`src/rtl/cond_chain_arbiter.sv`:
```
// cond_chain_arbiter: registered one-hot grant to one of N_REQ requesters.
// The winner is chosen like an if / else-if chain: lowest index first
// (priority and unique modes) or first set bit at or above a rotating
// pointer (round-robin mode). A grant is held until the owner releases it or
// withdraws its request. Unique mode flags requests that overlap when a grant
// is decided and keeps a saturating count of those events.
module cond_chain_arbiter #(
    parameter int N_REQ = 4,
    parameter int MODE  = 0,
    parameter int CNT_W = 8
) (
    input  logic                     clk,
    input  logic                     rst_n,
    input  logic [N_REQ-1:0]         req,
    input  logic                     release_i,
    output logic [N_REQ-1:0]         gnt,
    output logic                     gnt_valid,
    output logic [$clog2(N_REQ)-1:0] gnt_idx,
    output logic                     viol,
    output logic [CNT_W-1:0]         viol_cnt
);

    localparam int IDX_W = $clog2(N_REQ);

    // Any MODE value other than 1 or 2 falls back to priority.
    typedef enum logic [1:0] {
        MODE_PRIO   = 2'd0,
        MODE_UNIQUE = 2'd1,
        MODE_RR     = 2'd2
    } mode_e;

    localparam mode_e EFF_MODE = (MODE == 1) ? MODE_UNIQUE :
                                 (MODE == 2) ? MODE_RR     : MODE_PRIO;

    typedef enum logic {
        ST_IDLE  = 1'b0,
        ST_GRANT = 1'b1
    } state_e;

    localparam logic [N_REQ-1:0] REQ_ONE = N_REQ'(1);
    localparam logic [CNT_W-1:0] CNT_ONE = CNT_W'(1);
    localparam logic [CNT_W-1:0] CNT_MAX = '1;
    localparam logic [IDX_W:0]   N_EXT   = (IDX_W + 1)'(N_REQ);

    // Registered state and outputs
    state_e           state_q,     state_d;
    logic [N_REQ-1:0] gnt_q,       gnt_d;
    logic [IDX_W-1:0] gnt_idx_q,   gnt_idx_d;
    logic             gnt_valid_q, gnt_valid_d;
    logic             viol_q,      viol_d;
    logic [CNT_W-1:0] viol_cnt_q,  viol_cnt_d;
    logic [IDX_W-1:0] rr_ptr_q,    rr_ptr_d;

    // Selection results
    logic [IDX_W-1:0] lo_idx;
    logic [IDX_W-1:0] rr_idx;
    logic [IDX_W-1:0] sel_idx;
    logic             multi_hit;

    // (base + off) mod N_REQ for base, off < N_REQ; one extra bit holds the
    // carry so a single conditional subtract is enough for any N_REQ.
    function automatic logic [IDX_W-1:0] wrap_add(
        input logic [IDX_W-1:0] base,
        input logic [IDX_W-1:0] off
    );
        logic [IDX_W:0] sum;
        sum = {1'b0, base} + {1'b0, off};
        if (sum >= N_EXT) begin
            sum = sum - N_EXT;
        end
        return sum[IDX_W-1:0];
    endfunction

    // Lowest set request bit: scan downward so the last hit is the lowest.
    always_comb begin : lowest_sel
        lo_idx = '0;
        for (int i = N_REQ - 1; i >= 0; i--) begin
            if (req[i]) begin
                lo_idx = IDX_W'(i);
            end
        end
    end

    // First set request bit at or above rr_ptr, wrapping past N_REQ-1 to 0.
    always_comb begin : rr_sel
        rr_idx = '0;
        for (int i = N_REQ - 1; i >= 0; i--) begin
            if (req[wrap_add(rr_ptr_q, IDX_W'(i))]) begin
                rr_idx = wrap_add(rr_ptr_q, IDX_W'(i));
            end
        end
    end

    // More than one request line is active (clearing the lowest set bit
    // leaves something behind).
    assign multi_hit = |(req & (req - REQ_ONE));
    assign sel_idx   = (EFF_MODE == MODE_RR) ? rr_idx : lo_idx;

    // Next-state and next-output logic for the IDLE/GRANT handshake.
    always_comb begin : fsm_comb
        // NOTE: every signal assigned here gets a default first, so no path
        // leaves one unassigned and no latch is inferred.
        state_d     = state_q;
        gnt_d       = gnt_q;
        gnt_idx_d   = gnt_idx_q;
        gnt_valid_d = gnt_valid_q;
        viol_d      = 1'b0;
        viol_cnt_d  = viol_cnt_q;
        rr_ptr_d    = rr_ptr_q;

        case (state_q)
            ST_IDLE: begin
                // release_i is ignored here; any request starts a grant.
                if (|req) begin
                    state_d     = ST_GRANT;
                    gnt_d       = REQ_ONE << sel_idx;
                    gnt_idx_d   = sel_idx;
                    gnt_valid_d = 1'b1;

                    if ((EFF_MODE == MODE_UNIQUE) && multi_hit) begin
                        viol_d = 1'b1;
                        if (viol_cnt_q != CNT_MAX) begin
                            viol_cnt_d = viol_cnt_q + CNT_ONE;
                        end
                    end

                    if (EFF_MODE == MODE_RR) begin
                        rr_ptr_d = wrap_add(sel_idx, IDX_W'(1));
                    end
                end
            end

            ST_GRANT: begin
                // Only the owner's own request bit is watched; all other
                // request changes are invisible until the next IDLE cycle.
                if (release_i || !req[gnt_idx_q]) begin
                    state_d     = ST_IDLE;
                    gnt_d       = '0;
                    gnt_idx_d   = '0;
                    gnt_valid_d = 1'b0;
                end
            end

            default: begin
                state_d     = ST_IDLE;
                gnt_d       = '0;
                gnt_idx_d   = '0;
                gnt_valid_d = 1'b0;
            end
        endcase
    end

    // State, output and pointer registers; all clear asynchronously.
    always_ff @(posedge clk or negedge rst_n) begin : fsm_regs
        if (!rst_n) begin
            state_q     <= ST_IDLE;
            gnt_q       <= '0;
            gnt_idx_q   <= '0;
            gnt_valid_q <= 1'b0;
            viol_q      <= 1'b0;
            viol_cnt_q  <= '0;
            rr_ptr_q    <= '0;
        end else begin
            // NOTE: non-blocking assignments so every register samples the
            // pre-edge values computed above, independent of statement order.
            state_q     <= state_d;
            gnt_q       <= gnt_d;
            gnt_idx_q   <= gnt_idx_d;
            gnt_valid_q <= gnt_valid_d;
            viol_q      <= viol_d;
            viol_cnt_q  <= viol_cnt_d;
            rr_ptr_q    <= rr_ptr_d;
        end
    end

    assign gnt       = gnt_q;
    assign gnt_valid = gnt_valid_q;
    assign gnt_idx   = gnt_idx_q;
    assign viol      = viol_q;
    assign viol_cnt  = viol_cnt_q;

endmodule

```
`config.mk`:
```
export PLATFORM = sky130hd
export DESIGN_NAME = cond_chain_arbiter
export DESIGN_NICKNAME = d
export VERILOG_FILES = /design/src/rtl/cond_chain_arbiter.sv
export SDC_FILE = /design/constraint.sdc
export NUM_CORES = 1
export LEC_CHECK = 0
export BUFFER_PORTS_ARGS = -buffer_cell sky130_fd_sc_hd__buf_2
export CAP_MARGIN = 10
export CORE_AREA = 2 2 39 41
export DETAILED_ROUTE_END_ITERATION = 6
export DIE_AREA = 0 0 41 43
export PLACE_DENSITY = 0.72
export SYNTH_ARGS = -nofsm -noshare
export SYNTH_HDL_FRONTEND = slang
export SYNTH_SLANG_ARGS = --single-unit
```
`constraint.sdc`:
```
create_clock -name clk -period 1.7 [get_ports clk]
set_input_delay 0.34 -clock clk [delete_from_list [all_inputs] [get_ports clk]]
set_output_delay 0.34 -clock clk [all_outputs]
set_load 0.01 [all_outputs]
```
# After elaboration in Yosys (flattened, before gate mapping)
# Cells that the tools add are included.
dict set report word_totals {
  ff_bits 8
  output_inout_bits 16
  elab_cells 31
}
dict set report op_classes {
  magnitude_cmp 1
  eq_ne 2
  n_shift 1
  n_mux 18
  n_bitwise 1
  reduce_logical 4
}
# operator n
set op_table {}
lappend op_table {{$mux W2} 6}
lappend op_table {{$mux W4} 2}
lappend op_table {{$pmux W4 S2} 1}
lappend op_table {{$mux W1} 5}
lappend op_table {{$pmux W1 S2} 2}
lappend op_table {{$pmux W2 S2} 1}
lappend op_table {{$reduce_or A4 Y1} 1}
lappend op_table {{$shl A1 B2 Y4 const A} 1}
lappend op_table {{$lt A2 B3 Y1 const B} 1}
lappend op_table {{$bmux W1 S2} 1}
lappend op_table {{$ne A2 B1 Y1 const B} 1}
lappend op_table {{$ne A2 B2 Y1 const B} 1}
lappend op_table {{$reduce_and A2 Y1} 1}
lappend op_table {{$logic_not A1 Y1} 1}
lappend op_table {{$logic_or A1 B1 Y1} 1}
lappend op_table {{$not A1 Y1} 1}

# Longest topological paths before layout
# Gate-level depths: netlist of run 1.
dict set report depth {
  word_depth 7
  ltp_mapped 3
  mapped_depth_nobuf 3
}

# Worst setup path before layout of run 1
# No wires, ideal clock.
dict set report synth_timing {
  kind {flip-flop to flip-flop}
  start {reg gnt_idx_q[1], in the netlist gnt_idx[1]}
  end {reg gnt_q[1], in the netlist gnt[1]}
  t_arrival_ns 1.142
  path_slack_ns 0.414
  stages_incl_launch_ff 4
  n_path_buf 0
  period_less_slack_ns 1.286
  path_cell_list {dfrtp_1 > mux2_4 > a22oi_4 > a22oi_1}
}
dict set report synth_via {
  elab_chain_len 6
}
# item line
set synth_rtl {}
lappend synth_rtl {{start: declaration} 48} ;# logic [IDX_W-1:0] gnt_idx_q, gnt_idx_d;
lappend synth_rtl {{start signal: assignment} 168} ;# gnt_idx_q <= gnt_idx_d;
lappend synth_rtl {{$bmux W1 S2} 136} ;# if (release_i || !req[gnt_idx_q]) begin
lappend synth_rtl {{$mux W1 (not written as such)} 136}
lappend synth_rtl {{$logic_not A1 Y1} 136}
lappend synth_rtl {{$logic_or A1 B1 Y1} 136}
lappend synth_rtl {{$ne A2 B1 Y1 (no source line)} --}
lappend synth_rtl {{$reduce_and A2 Y1 (no source line)} --}
lappend synth_rtl {{end signal: assignment} 167} ;# gnt_q <= gnt_d;
lappend synth_rtl {{end: declaration} 47} ;# logic [N_REQ-1:0] gnt_q, gnt_d;
# Every way passes these cells. The select of a mux whose other input is x is not followed.
# A chain may end at the register's enable or synchronous reset.

# Worst setup path after layout of run 1
# Ends and elaborated chain as after synthesis.

==> reports/qor.csv, run 1 <==
stage;metric;value;unit
yosys;ys_seq_area_frac;0.3791;
cells_and_area;syn2layout_area_growth;15.88;%
timing;period_needed;1308;ps
yosys;ys_top_cells_by_area;dfrtp_1 38%, buf_4 13%, mux2_4 5.7%;
global_routing;grt_max_degree;15;
route;viasPerCell;5.034;
global_routing;grt-busiest-layer;met2;
timing;grt_setup_unrepaired;false;
worst_setup_path;crit_path_end;gnt[1]$_DFFE_PN0P_;
worst_setup_path;worstSetupPathType;register to register;
worst_setup_path;critPathMaxFanout;7;
yosys;synth_flop_cell;dfrtp_1;
route;drc_errors;0;
timing;finClkSkew;2.232;ps
power_and_ir_drop;power_density;1230;mW/mm^2
die;die_w;41;um
route;antenna_left;0;
clock_network;root_buffer;clkbuf_4;
yosys;yosysUniqueCellTypes;22;
yosys;async_flop_share;1.000;
worst_setup_path;cp.arrival;1430;ps
global_routing;globalRouteMet1Util;0.1485;
clock_network;clk-insertion-delay-late;250;ps
clock_network;numCtsBuffers;3;
timing;hold_slack;415.5;ps
timing;max_freq;764.7;MHz
die;start_util;0.3816;
die;die_y;43;um
cells_and_area;finalInstanceArea;611.8;sq um
timing;setup_tns;0;ps
clock_network;ctsResizeCount;0;
die;num_rows;14;
worst_setup_path;slowest_delay;440;ps
clock_network;cts_tree;done;
worst_setup_path;cp_data_required_time;1820;ps
cells_and_area;layout.nets;81;
worst_setup_path;crit_chain;mux2_4 -> a22oi_4 -> a22oi_1;
placed_design;postPlaceCellArea;579.3;sq um
yosys;ys_seq_elements;8;
hold_path;hp-class;input pin to register;
placed_design;dp_hpwl;758;um
yosys;syn_avg_cell_area;9.429;sq um
worst_setup_path;rr_worst_depth;3;
route;via_count;443;
flow_run;max_cap_viol_count;0;
global_routing;globalRouteOverflowTotal;0;
global_routing;antenna_found_initial;0;
cells_and_area;n_fill_cell;138;
worst_setup_path;crit_path_start_kind;register;
power_and_ir_drop;vdd.ir_drop.worst;0.0004796;V
timing;finalWorstSetupSlack;392.3;ps
worst_setup_path;r2r_start;gnt_idx[1]$_DFFE_PN0P_;
global_routing;grt_pass1_wl;1524;um
cells_and_area;antenna_cells;0;
cells_and_area;post-route-util;0.4421;
hold_path;hold_depth;3;
placed_design;gp_congestion;0.7159;
yosys;synth_top_area_frac;0.3791;
global_routing;grt_use_total;0.1326;
worst_setup_path;cp_slowest_cell;dfrtp_1;
route;drt_iter0_drc;8;
route;wl_per_cell;11.84;um
yosys;yosysMostFrequentCell;buf_4;
worst_setup_path;reg2reg_slack;390;ps
timing;setup_viol;0;
yosys;yosysWarnings;0;
worst_setup_path;crit_path_end_kind;register;
global_routing;met3_usage;0.04712;
worst_setup_path;startpoint;gnt_idx[1]$_DFFE_PN0P_;
power_and_ir_drop;leakage;0.3242;nW
placed_design;port_buffers;13;
clock_network;clk_path_buf_depth;2;
yosys;netlist_instances;56;
clock_network;clock-sinks;8;
cells_and_area;final_layout_size_suffix_gt1_frac;0.2917;
outcome;status;completed;
yosys;synth_common_cells;9 x buf_4, 8 x dfrtp_1, 6 x nand2_1;
route;first_pass_iters;4;
global_routing;gr-usage-met2;0.2031;
die;dieArea;0.001763;sq mm
clock_network;clkTransAtPathRegs;50;ps
die;boundaryPins;23;
yosys;synth-edff-count;0;
route;wl;1042;um
global_routing;grt_pass1_vias;382;
yosys;synth_top_area_cell;dfrtp_1;
clock_network;postCtsHoldBufs;1;
timing;maxSlewViolCount;0;
timing;post-route-period-util;0.7692;
worst_setup_path;r2r-end;gnt[1]$_DFFE_PN0P_;
clock_network;cts_htree_levels;1;
clock_network;post_cts_buffers;0;
die;core;0.001384;sq mm
placed_design;place_worst_setup_slack;384.2;ps
yosys;synth_area;528.0;sq um
timing;hold_viol;0;
[per-layer routing]
| layer | share of wire | routed length [um] | up-vias |
|---|---|---|---|
| met5 | 0 | 0 | - |
| met4 | 0.012 | 12 | 0 |
| met3 | 0.073 | 76 | 2 |
| met2 | 0.45 | 472 | 21 |
| met1 | 0.46 | 481 | 204 |
| li1 | - | - | 216 |
[where the power goes]
part	leakage [nW]	total (W)	internal, W	switching (W)
Clock	0.0138	0.000144	0.0000807	0.0000634
Combinational	0.206	0.000314	0.000137	0.000176
Sequential	0.105	0.000295	0.000248	0.0000472
[sequential cells by signal, summed over array words and instances, names as in the netlist]
register and cells:
gnt 4, gnt_idx 2, gnt_valid 1, state_q 1
[layout by cell type, fill, tap and decap left out]
cell	n
o21ai_0	1
a31oi_1	1
a21o_1	1
buf_4	1
a2bb2oi_1	1
nor2b_1	4
o21bai_1	3
nor3b_1	1
mux2_4	2
o22ai_1	2
a22oi_1	3
dfrtp_1	8
dlygate4sd3_1	1
o32ai_2	1
nand2_1	6
conb_1	9
inv_1	2
a21oi_1	2
nor3_1	2
nor2_1	3
a22oi_4	1
clkbuf_4	3
buf_2	13
or3_1	1
[worst min path at each step]
stage	slack, ps	startpoint	end
after floorplan	40	rst_n	gnt[0]$_DFFE_PN0P_
after global placement	190	rst_n	gnt_idx[0]$_DFFE_PN0P_
after detailed placement	200	rst_n	gnt[3]$_DFFE_PN0P_
after CTS	410	req[0]	gnt_idx[0]$_DFFE_PN0P_
after global routing	410	req[0]	gnt_idx[0]$_DFFE_PN0P_
final	420	req[0]	gnt_idx[0]$_DFFE_PN0P_
[metrics by stage]
| step | power (W) | instances |
|---|---|---|
| global route | 0.0008073 | 88 |
| CTS | 0.0007524 | 88 |
| detailed placement | 0.0006018 | 84 |
| global placement | 0.0005979 | 84 |
| finish | 0.0007523 | 88 |
| floorplan | 0.0005090 | 64 |
[kinds of logic (layout without fill, tap and decap cells)]
family	after synthesis	count (layout)	synth area share
other cells	1	9	0.007102
compound gates	16	16	0.2512
mux	2	2	0.05687
flops	8	8	0.3791
buf+inv	12	20	0.1493
simple gates	17	17	0.1564
[worst max-delay path: cells and delay by family, from the launching register on]
kind,cells,cell delay [ps]
DFF,1,440
muxes,1,330
AOI/OAI and AO/OA,2,410
[final cells by class]
| cell class | count | area (sq um) | share of cell area |
|---|---|---|---|
| clock buffers | 3 | 22.52 | 0.03681 |
| inverters | 2 | 7.507 | 0.01227 |
| repair buffers | 15 | 82.58 | 0.1350 |
| well taps | 16 | 20.02 | 0.03272 |
| flip-flops and latches | 8 | 200.2 | 0.3272 |
| multi-input cells | 44 | 279.0 | 0.4560 |
Power figures use the tool's default switching activity.
==> run 2, diff against run 1 <==
Settings changed: CORE_AREA 2 2 39 41 to unset, CORE_MARGIN set to 2, CORE_UTILIZATION set to 40, DIE_AREA 0 0 41 43 to unset, PLACE_DENSITY 0.72 to 0.75.
Clock period 1.7 ns to 1.2 ns, I/O delays scaled along.
==> reports/qor.csv, run 2 (same netlist as run 1, synthesis figures left out) <==
stage;metric;value;unit
cells_and_area;antenna_cells;0;
timing;hold_slack;325.9;ps
worst_setup_path;crit_path_end_kind;register;
clock_network;clk_path_buf_depth;2;
outcome;violations;setup timing;
clock_network;cts_htree_levels;1;
placed_design;postPlaceCellArea;616.8;sq um
worst_setup_path;cp.arrival;1410;ps
clock_network;root_buffer;clkbuf_4;
die;start_util;0.4162;
cells_and_area;largest_reg_flops;4;
cells_and_area;final_layout_size_suffix_gt1_frac;0.3462;
global_routing;met3_usage;0.06667;
placed_design;dp_hpwl;890.4;um
route;wl_per_cell;13.37;um
global_routing;gr-usage-met2;0.3373;
clock_network;clock-sinks;8;
placed_design;port_buffers;13;
worst_setup_path;cp_top_family;flip-flops;
timing;setup_tns;-444.4;ps
global_routing;grt_pass1_vias;440;
cells_and_area;mostFrequentLayoutCells;13 x buf_2, 9 x conb_1, 7 x dfrtp_1;
timing;finalWorstSetupSlack;-84.43;ps
die;core;0.001269;sq mm
timing;grt_setup_unrepaired;true;
die;die_w;40.33;um
route;drc_errors;0;
global_routing;globalRouteOverflowTotal;0;
power_and_ir_drop;power.share.sequential;0.371;
cells_and_area;finalInstanceArea;653.1;sq um
cells_and_area;final_common_cell;buf_2;
global_routing;grt-busiest-layer;met2;
die;boundaryPins;23;
route;wl;1243;um
timing;post-route-period-util;1.070;
clock_network;clk-insertion-delay-late;260;ps
flow_run;max_cap_viol_count;0;
route;via_count;467;
power_and_ir_drop;power_frac_clock;0.204;
worst_setup_path;reg2reg_slack;-80;ps
die;die_y;40.33;um
power_and_ir_drop;switchingPower;0.0004215;W
clock_network;numCtsBuffers;3;
route;first_pass_iters;4;
timing;maxSlewViolCount;0;
worst_setup_path;crit_chain;mux2_4 -> a22oi_4 -> a22oi_1;
worst_setup_path;crit_path_start_kind;register;
hold_path;hold_depth;4;
route;antenna_left;0;
power_and_ir_drop;leakage;0.3487;nW
power_and_ir_drop;power_density;1701;mW/mm^2
die;dieArea;0.001627;sq mm
power_and_ir_drop;combPwrFrac;0.425;
worst_setup_path;slowest_delay;440;ps
worst_setup_path;worstSetupPathType;register to register;
power_and_ir_drop;p_sw_frac;0.3794;
timing;hold_viol;0;
outcome;status;complete, but fails checks;
power_and_ir_drop;internal-power;0.0006893;W
worst_setup_path;critPathMaxFanout;7;
placed_design;gp_congestion;0.7272;
worst_setup_path;cp_data_required_time;1320;ps
global_routing;grt_use_total;0.2076;
worst_setup_path;cp_num_cells;3;
worst_setup_path;cp_slowest_cell;dfrtp_2;
global_routing;antenna_found_initial;0;
clock_network;cts_tree;done;
cells_and_area;layout.nets;86;
die;num_rows;13;
cells_and_area;syn2layout_area_growth;23.70;%
timing;max_freq;778.6;MHz
timing;period_needed;1284;ps
route;viasPerCell;5.022;
route;drt_iter0_drc;15;
hold_path;hp-class;input pin to register;
worst_setup_path;rr_worst_depth;3;
global_routing;grt_pass1_wl;2042;um
worst_setup_path;critPathBufInv;0;
timing;finClkSkew;15.04;ps
clock_network;clkTransAtPathRegs;60;ps
global_routing;globalRouteMet1Util;0.2331;
global_routing;grt_max_degree;15;
power_and_ir_drop;vdd.ir_drop.worst;0.0008666;V
timing;setup_viol;7;
## run 2: changes by cell type in the layout (fill, tap and decap cells not counted)
| cell | before | now |
|---|---|---|
| dfrtp_2 | 0 | 1 |
| buf_4 | 1 | 6 |
| clkbuf_1 | 0 | 1 |
| dfrtp_1 | 8 | 7 |
## run 2: path summary, 6_finish.rpt
kind | from | end
max in group asynchronous | rst_n | gnt[0]$_DFFE_PN0P_
setup / recovery | gnt_idx[1]$_DFFE_PN0P_ | gnt[2]$_DFFE_PN0P_
setup reg to reg | gnt_idx[1]$_DFFE_PN0P_ | gnt[2]$_DFFE_PN0P_
min in group asynchronous | rst_n | gnt[1]$_DFFE_PN0P_
hold reg to reg | gnt[2]$_DFFE_PN0P_ | gnt[2]$_DFFE_PN0P_
hold / removal | release_i | gnt_idx[0]$_DFFE_PN0P_
## run 2: power groups by stage
| stage | sequential (W) | combinational (W) | clock, W |
|---|---|---|---|
| after detailed placement | 0.000417 | 0.000463 | 0 |
| after global routing | 0.000422 | 0.000525 | 0.000256 |
| after global placement | 0.000409 | 0.000455 | 0 |
| after CTS | 0.000413 | 0.000471 | 0.000240 |
| after floorplan | 0.000452 | 0.000271 | 0 |
| final | 0.000412 | 0.000472 | 0.000227 |
## run 2: cell type report
type | instances | area, sq um
clock buffers | 4 | 26.28
well taps | 15 | 18.77
fillers | 134 | 615.6
flip-flops and latches | 8 | 201.4
multi-input cells | 44 | 279.0
inverters | 2 | 7.507
repair buffers | 20 | 120.1
## run 2: metal layers
metal	up-vias	routed length [um]
li1	226	-
met1	227	515
met2	12	662
met3	2	57
met4	0	8
met5	-	0
## run 2: through the flow
stage | total power, W | setup slack (ps) | std cells | util
after floorplan | 0.0007226 | -29.89 | 64 | -
after global placement | 0.0008648 | -39.75 | 88 | 0.4862
after detailed placement | 0.0008799 | -73.93 | 88 | 0.4862
after CTS | 0.001123 | -86.11 | 93 | 0.5148
after global routing | 0.001203 | -157.4 | 93 | 0.5148
final | 0.001111 | -84.43 | 93 | 0.5148
## run 2: what timing repair did
action | in CTS | in global routing
pin swaps | 3 | 1
setup buffers | 0 | 0
hold endpoints to repair | 8 | 0
hold buffers | 1 | 0
setup endpoints to repair | 7 | 7
resized for setup | 0 | 0
## run 2: tightest hold or removal path, cell delays in order
cell	delay, ps
buf_2	90
nor2b_1	70
nand2_1	70
a22oi_1	80
==> run 3, diff against run 2 <==
Settings changed: SKIP_CTS_REPAIR_TIMING set to 1.
==> reports/qor.csv, run 3 (same netlist as run 1, synthesis figures left out) <==
stage;metric;value;unit
outcome;status;complete, but fails checks;
outcome;violations;setup timing;
timing;finClkSkew;13.32;ps
power_and_ir_drop;power_frac_clock;0.207;
timing;finalWorstSetupSlack;-100.5;ps
power_and_ir_drop;internal-power;0.0006888;W
power_and_ir_drop;power_density;1704;mW/mm^2
placed_design;dp_hpwl;890.4;um
worst_setup_path;cp.arrival;1420;ps
global_routing;grt_max_degree;15;
die;core;0.001269;sq mm
timing;setup_tns;-531.8;ps
route;drt_iter0_drc;17;
route;wl_met3;70;um
cells_and_area;syn2layout_area_growth;23.70;%
clock_network;cts_htree_levels;1;
clock_network;clock-sinks;8;
die;dieArea;0.001627;sq mm
global_routing;grt_use_total;0.1972;
global_routing;grt_pass1_vias;438;
route;antenna_left;0;
cells_and_area;layout.nets;86;
worst_setup_path;reg2reg_slack;-100;ps
cells_and_area;largest_reg_flops;4;
die;start_util;0.4162;
route;via_count;479;
hold_path;hp-class;input pin to register;
die;num_rows;13;
timing;grt_setup_unrepaired;true;
power_and_ir_drop;p_sw_frac;0.3810;
worst_setup_path;worstSetupPathType;register to register;
clock_network;clk-insertion-delay-late;270;ps
die;die_y;40.33;um
hold_path;hold_depth;4;
timing;hold_viol;0;
timing;period_needed;1301;ps
timing;maxSlewViolCount;0;
clock_network;root_buffer;clkbuf_4;
worst_setup_path;crit_path_start_kind;register;
power_and_ir_drop;vdd.ir_drop.worst;0.0008838;V
placed_design;gp_congestion;0.7272;
route;wl_per_cell;13.48;um
worst_setup_path;critPathMaxFanout;7;
clock_network;cts_tree;done;
die;die_w;40.33;um
route;wl_met1;508;um
timing;post-route-period-util;1.084;
timing;setup_viol;7;
clock_network;clkTransAtPathRegs;60;ps
cells_and_area;mostFrequentLayoutCells;13 x buf_2, 9 x conb_1, 7 x dfrtp_1;
worst_setup_path;crit_path_end_kind;register;
global_routing;antenna_found_initial;0;
worst_setup_path;rr_worst_depth;3;
power_and_ir_drop;power.share.sequential;0.370;
timing;hold_slack;323.2;ps
route;wl;1254;um
route;dr_wl_met2;644;um
placed_design;port_buffers;13;
cells_and_area;antenna_cells;0;
power_and_ir_drop;combPwrFrac;0.422;
cells_and_area;final_common_cell;buf_2;
route;viasPerCell;5.151;
global_routing;grt_pass1_wl;1966;um
route;drc_errors;0;
timing;max_freq;768.9;MHz
flow_run;max_cap_viol_count;0;
power_and_ir_drop;leakage;0.3489;nW
route;routed.top_layer;met4;
clock_network;clk_path_buf_depth;2;
cells_and_area;final_layout_size_suffix_gt1_frac;0.3462;
global_routing;globalRouteOverflowTotal;0;
die;boundaryPins;23;
power_and_ir_drop;switchingPower;0.0004240;W
clock_network;numCtsBuffers;3;
worst_setup_path;cp_data_required_time;1320;ps
route;first_pass_iters;4;
-- run 3: cell counts in the layout (fill, tap and decap cells not counted) --
No cell type changed its count.
-- run 3: per-stage QoR --
stage,instance area [sq um],std cells,setup WS (ps),power (W),utilization
after floorplan,559.3,64,-29.89,0.0007226,-
after global placement,616.8,88,-39.75,0.0008648,0.4862
after detailed placement,616.8,88,-73.93,0.0008799,0.4862
after CTS,643.1,92,-93.70,0.001120,0.5069
after global routing,653.1,93,-162.0,0.001202,0.5148
final,653.1,93,-100.5,0.001113,0.5148
-- run 3: worst paths after layout --
kind | end | from
worst min register to register | gnt[2]$_DFFE_PN0P_ | gnt[2]$_DFFE_PN0P_
worst max-delay path | gnt[2]$_DFFE_PN0P_ | gnt_idx[1]$_DFFE_PN0P_
max in group asynchronous | gnt[0]$_DFFE_PN0P_ | rst_n
worst min-delay path | gnt_idx[0]$_DFFE_PN0P_ | release_i
min in group asynchronous | gnt[1]$_DFFE_PN0P_ | rst_n
worst max register to register | gnt[2]$_DFFE_PN0P_ | gnt_idx[1]$_DFFE_PN0P_
-- run 3: cell type report --
type / count / area [sq um]
Clock buffer: 4 / 26.28
Fill cell: 134 / 615.6
Inverter: 2 / 7.507
Timing Repair Buffer: 20 / 120.1
Sequential cell: 8 / 201.4
Multi-Input combinational cell: 44 / 279.0
Tap cell: 15 / 18.77
-- run 3: routing by layer --
layer | track usage | vias up
met5 | 0 | -
met4 | 0.1250 | 0
met3 | 0.06667 | 5
met2 | 0.3135 | 15
met1 | 0.2230 | 233
li1 | - | 226
-- run 3: worst max-delay path, cell delays in order, from the launching register on --
cell and delay (ps):
dfrtp_2 430, mux2_4 320, a22oi_4 270, a22oi_1 130
-- run 3: power by group through the flow --
stage          Clock [W]  Sequential, W  Combinational (W)
2_1_floorplan          0       0.000452           0.000271
3_3_place_gp           0       0.000409           0.000455
3_5_place_dp           0       0.000417           0.000463
4_1_cts         0.000240       0.000413           0.000467
5_1_grt         0.000256       0.000422           0.000524
6_report        0.000231       0.000412           0.000470
